--- config.mk ---
export PLATFORM = sky130hd
export DESIGN_NAME = fifo_param
export DESIGN_NICKNAME = d
export VERILOG_FILES = /design/src/rtl/fifo_param.sv
export SDC_FILE = /design/constraint.sdc
export NUM_CORES = 1
export LEC_CHECK = 0
export ABC_AREA = 1
export CAP_MARGIN = 20
export CORE_MARGIN = 4
export CORE_UTILIZATION = 50
export DETAILED_ROUTE_END_ITERATION = 10
export GPL_TIMING_DRIVEN = 0
export PLACE_DENSITY = 0.86
export RECOVER_POWER = 100
export SETUP_SLACK_MARGIN = 0.15
export SLEW_MARGIN = 15
export SYNTH_ARGS = -nofsm -noshare
export SYNTH_HDL_FRONTEND = slang
export SYNTH_SLANG_ARGS = --single-unit
--- constraint.sdc ---
create_clock -name clk -period 2 [get_ports clk]
set_input_delay 0.5 -clock clk [delete_from_list [all_inputs] [get_ports clk]]
set_output_delay 0.5 -clock clk [all_outputs]
set_load 0.01 [all_outputs]
--- src/rtl/fifo_param.sv ---
// fifo_param: parametrised synchronous FIFO with registered or first-word-fall-through
// read, almost-full/empty thresholds, occupancy count and sticky error flags.
module fifo_param #(
    parameter int WIDTH    = 8,
    parameter int DEPTH    = 4,
    parameter int AF_LEVEL = 3,
    parameter int AE_LEVEL = 1,
    parameter int FWFT     = 0
) (
    input  logic                       clk,
    input  logic                       rst,
    input  logic [WIDTH-1:0]           data_in,
    input  logic                       wr_en,
    input  logic                       rd_en,
    input  logic                       clr_err,
    output logic [WIDTH-1:0]           data_out,
    output logic                       rd_valid,
    output logic                       full,
    output logic                       empty,
    output logic                       almost_full,
    output logic                       almost_empty,
    output logic [$clog2(DEPTH):0]     count,
    output logic                       overflow,
    output logic                       underflow
);
    localparam int AW = $clog2(DEPTH);
    localparam int CW = AW + 1;

    logic [WIDTH-1:0] mem [DEPTH];
    logic [AW-1:0]    wp_q, wp_d, rp_q, rp_d;
    logic [CW-1:0]    cnt_q, cnt_d;
    logic [WIDTH-1:0] dout_q, dout_d;
    logic             rv_q, rv_d, ovf_q, ovf_d, unf_q, unf_d;
    logic             we, re;

    // Acceptance uses only registered flags, so wr_en/rd_en never reach a flag combinationally.
    always_comb begin
        we    = wr_en & ~full;
        re    = rd_en & ~empty;
        wp_d  = we ? wp_q + 1'b1 : wp_q;
        rp_d  = re ? rp_q + 1'b1 : rp_q;
        cnt_d = cnt_q + CW'(we) - CW'(re);
        dout_d = re ? mem[rp_q] : dout_q;
        rv_d  = re;
        ovf_d = (wr_en & full) | (ovf_q & ~clr_err);
        unf_d = (rd_en & empty) | (unf_q & ~clr_err);
    end

    always_ff @(posedge clk or posedge rst) begin
        if (rst) begin
            wp_q   <= '0;
            rp_q   <= '0;
            cnt_q  <= '0;
            dout_q <= '0;
            rv_q   <= 1'b0;
            ovf_q  <= 1'b0;
            unf_q  <= 1'b0;
        end else begin
            wp_q   <= wp_d;
            rp_q   <= rp_d;
            cnt_q  <= cnt_d;
            dout_q <= dout_d;
            rv_q   <= rv_d;
            ovf_q  <= ovf_d;
            unf_q  <= unf_d;
        end
    end

    always_ff @(posedge clk) begin
        if (we) mem[wp_q] <= data_in;
    end

    assign full         = cnt_q == CW'(DEPTH);
    assign empty        = cnt_q == '0;
    assign almost_full  = cnt_q >= CW'(AF_LEVEL);
    assign almost_empty = cnt_q <= CW'(AE_LEVEL);
    assign count        = cnt_q;
    assign overflow     = ovf_q;
    assign underflow    = unf_q;
    assign data_out     = (FWFT != 0) ? mem[rp_q] : dout_q;
    assign rd_valid     = (FWFT != 0) ? ~empty : rv_q;
endmodule

== Word level (Yosys, flattened, before mapping) ==
Memory sizes are Yosys's and may differ from the RTL's. A register that Yosys moved wholly into a read port is not among the register bits.
Cells that the tools add are included.
Storage, ports and cells
  memories: 1
  register bits after elaboration: 10
  memory bits (writable): 32
Memories
  mem: depth 4, bits a word 8, read ports 1, clocked after memory_dff 1, write ports 1, line 29  | logic [WIDTH-1:0] mem [DEPTH];
Operators by class
  muxes and demuxes: 2
  $lt $le $gt $ge: 2
  equal/unequal tests: 1
  bitwise operators: 11
  $add $sub $neg: 4
  reduce and logical (&&, ||, !) cells: 1
Operators with widths (number)
  1-bit AND: 6
  2-bit by 1-bit adder with 2-bit output, second input constant: 2
  3-bit by 1-bit adder with 3-bit output: 1
  3-bit == test, second input constant: 1
  3-bit by 2-bit greater-or-equal comparator with 1-bit output, second input constant: 1
  3-bit by 1-bit less-or-equal comparator with 1-bit output, second input constant: 1
  3-bit logical NOT: 1
  1-bit inverter: 3
  3-bit by 1-bit subtractor with 3-bit output: 1
  1-bit two-way mux: 2
  1-bit OR: 2

== Depth between registers and ports, before layout ==
Gate-level depths: netlist of run 1.
  word-level depth: 5
  mapped depth: 9

== Least setup slack after synthesis of run 1 ==
Ideal clock, no wire load.
  path kind: register -> register
  start point: register cnt_q[1], in the netlist count[1]
  end point: register cnt_q[2], in the netlist count[2]
  setup time: 123 ps
  data arrival time: 1786 ps
  setup slack: 92 ps
  clock period less this slack: 1908 ps
  data required time: 1877 ps
  stages on the path, launching flop included: 9
  buffers on the path: 0
  cell sequence: dfrtp_1 -> inv_1 -> nand3_1 -> nand2_2 -> ha_1 -> inv_1 -> ha_1 -> fa_1 -> xnor2_1
On the way
  word-level cells in the longest chain between the ends: 5
RTL lines
  start: declaration: line 31  | logic [CW-1:0] cnt_q, cnt_d;
  start signal: assignment: line 61  | cnt_q <= cnt_d;
  3-bit == test: line 73  | assign full = cnt_q == CW'(DEPTH);
  1-bit inverter: line 38  | we = wr_en & ~full;
  1-bit AND: line 38
  3-bit by 1-bit adder with 3-bit output: line 42  | cnt_d = cnt_q + CW'(we) - CW'(re);
  3-bit by 1-bit subtractor with 3-bit output (*): line 42
  named net cnt_d[2]: line 31
The timed path passes the listed nets; every way through them passes the cells marked *.
A chain may end at the register's enable or synchronous reset.

== Final worst setup path of run 1 ==
  start point: register cnt_q[2], in the netlist count[2]
  end point: output almost_empty
On the way
  word-level cells in the longest chain between the ends: 1
RTL lines
  3-bit by 1-bit less-or-equal comparator with 1-bit output: line 76  | assign almost_empty = cnt_q <= CW'(AE_LEVEL);
  end: declaration: line 21  | output logic almost_empty,
Every way passes these cells.

==> metrics.txt, run 1 <==
Syn Inst Count around 220; Syn. warnings 0; most frequent cells in the layout 62 x nand2_1, 46 x inv_1, 32 x edfxtp_1; Core Box Area 4414 µm²; CP Launch Type flop; unrepaired setup endpoints after global routing yes; Reg power frac 38.0%; hold bufs inserted after CTS 0; CP Max Fanout 4; cts bufs inserted 5; fin util about two thirds; Root Buffer clkbuf_8; global-route wire length before repair 6817 µm; routed wire length on met2 about 2700 µm; die area 5749 µm²; type of the worst min-delay path flop to flop; Max Cap Viol 0; GP Congestion roughly 0.78; clk_lat worst skew approximately 0.30 ns; layout cells sized above 1 between 20% and 30%; Antenna Cells 0; CP endpoint kind output pin; Max VDD drop a little over 0.7 mV; Internal Pwr Total between 0.002 and 0.003 W; CP Data Arrival Time 1.47 ns; IO Pins 31; routed len/inst between 10 and 15 µm; CTS sink count 50; fin crit period between 1.5 and 2 ns; Place WS -0.2797 ns; final setup fails 0; via count between 1,500 and 2,000; clock-pin slew on the worst setup and hold paths approximately 0.1 ns; DRC 0; P_sw around 0.0016 W; fin. max-slew vios 0; setup ws final approximately 0.025 ns; period utilisation layout between 90% and 100%; WHS 0.4811 ns; clock tree buffer depth 2; Die W 75.82 µm; Syn Area/Cell slightly above 10 µm²; fillers 328; Sw Ratio 38.60%; fin nets around 300; row cnt 24; Leakage 1.390 nW; DR WL met3 approximately 220 µm; post-route antenna net violation count 0; FF+latch count, synth 50; Initial DRC Count approximately 110; Crit Path Category flop to output pin; grt ovf 0; worst relative slew slack roughly 44%; Pwr Total 0.004169 W; area of the mapped netlist ~2300 µm²; outcome completed; CTS tree done; Die Y between 70 and 80 µm; Top Layer Used met4; Critical Path RT 1.50 ns; clock power share roughly 14%; total wire length 4775 µm; initial antenna violation count 0; CTS H-tree lvls 2; Area growth syn-to-layout 26.77%; Initial Util 52.10%; Pre-antenna DRT Iters 4; Worst Tran Pin Value 0.8351 ns; M1 wire length roughly 1700 µm; Clock Skew 0.01838 ns; vias per cell between 4 and 5; PwrDens 1430 nW/µm²; vias in the first global route between 1,500 and 2,000; post-synthesis sequential area ratio between 60% and 70%; Final HPWL DP ~2800 µm; overall track demand over capacity in global routing 16.84%; Final TNS setup 0 ns; Fmax 506.4 MHz; Logic pwr share between 40% and 50%; I/O Buffers 30; most common cell after layout, fill and taps aside nand2_1; syn nets roughly 250; final-report hold violation count 0; largest net degree at the start of global routing 19; Synth cell types 21
flip-flops by register name (all words and copies together) (netlist names):
register	flops
count	3
rp_q	2
rd_valid	1
overflow	1
wp_q	2
data_out	8
underflow	1
mem	32
cells in the mapped netlist, drive strengths merged:
cell	n	share of area, %
a22o	1	0.38
buf	4	2.3
clkbuf	1	0.33
dfrtp	18	20
edfxtp	32	42
fa	1	0.87
ha	9	4.9
inv	51	8.8
nand2	74	14
nand3	18	4.1
nor2	5	0.92
o21ai	4	0.87
xnor2	2	0.76
xor2	2	0.76
repair_timing:
| item | 4_1_cts | 5_1_grt |
|---|---|---|
| setup endpoints to repair | 30 | 30 |
| resized for setup | 29 | 15 |
| pin swaps | 2 | 7 |
| buffers inserted | 4 | 10 |
| gates cloned | 0 | 0 |
worst paths after layout:
kind | start | end | slack (ns) | depth (start not counted)
setup / recovery | count[2]$_DFF_PP0_ | almost_empty | 0.03 | 5
hold / removal | data_out[6]$_DFFE_PP0P_ | data_out[6]$_DFFE_PP0P_ | 0.48 | 2
setup reg to reg | count[2]$_DFF_PP0_ | count[1]$_DFF_PP0_ | 0.07 | 8
hold reg to reg | data_out[6]$_DFFE_PP0P_ | data_out[6]$_DFFE_PP0P_ | 0.48 | 2
max in group asynchronous | rst | count[0]$_DFF_PP0_ | 0.71 | 2
min in group asynchronous | rst | rp_q[0]$_DFFE_PP0P_ | 0.76 | 2
cell type report:
type                       instances  area (µm²)  share of cell area [%]
multi-input combinational        116       709.4                   24.33
buffer                             5       53.80                   1.845
clock buffer                       6       72.57                   2.489
sequential                        50        1414                   48.50
inverter                          51       201.4                   6.910
tap                               52       65.06                   2.232
clock inverter                     2       13.76                  0.4721
timing repair buffer              44       385.4                   13.22
per-stage QoR:
step	cell area (µm²)	instances
floorplan	2303	222
global placement	2669	304
detailed placement	2669	304
CTS	2816	316
global route	2915	326
finish	2915	326
power groups by stage:
stage	clock network [W]	logic, W	registers, W
floorplan	0	0.00105	0.00163
global placement	0	0.00168	0.00159
detailed placement	0	0.00175	0.00160
CTS	0.000582	0.00182	0.00160
global route	0.000629	0.00220	0.00162
finish	0.000574	0.00201	0.00159
per-layer routing:
layer,vias up,track usage [%]
met4,0,7.573
met3,13,3.958
met1,748,18.80
li1,779,-
met5,-,0
met2,38,30.23
cell families after synthesis:
family | Yosys count | synth area share [%]
simple gates | 97 | 18.66
fa+ha+maj | 10 | 5.767
buf+inv | 56 | 11.43
flops | 50 | 61.37
xor+xnor | 4 | 1.524
compound gates | 5 | 1.251
worst max-delay path, stage by stage, from the launching register on:
cell,delay (ns)
dfrtp_1,0.46
inv_4,0.13
ha_4,0.14
nand2_2,0.05
a22o_1,0.24
buf_2,0.15
Note: power is estimated with default switching activity, not from simulation.
==> run 2, diff against run 1 <==
- CAP_MARGIN: 20 -> not set
==> results of run 2 <==
No change in the layout: final DEF, timing and power equal those of run 1.
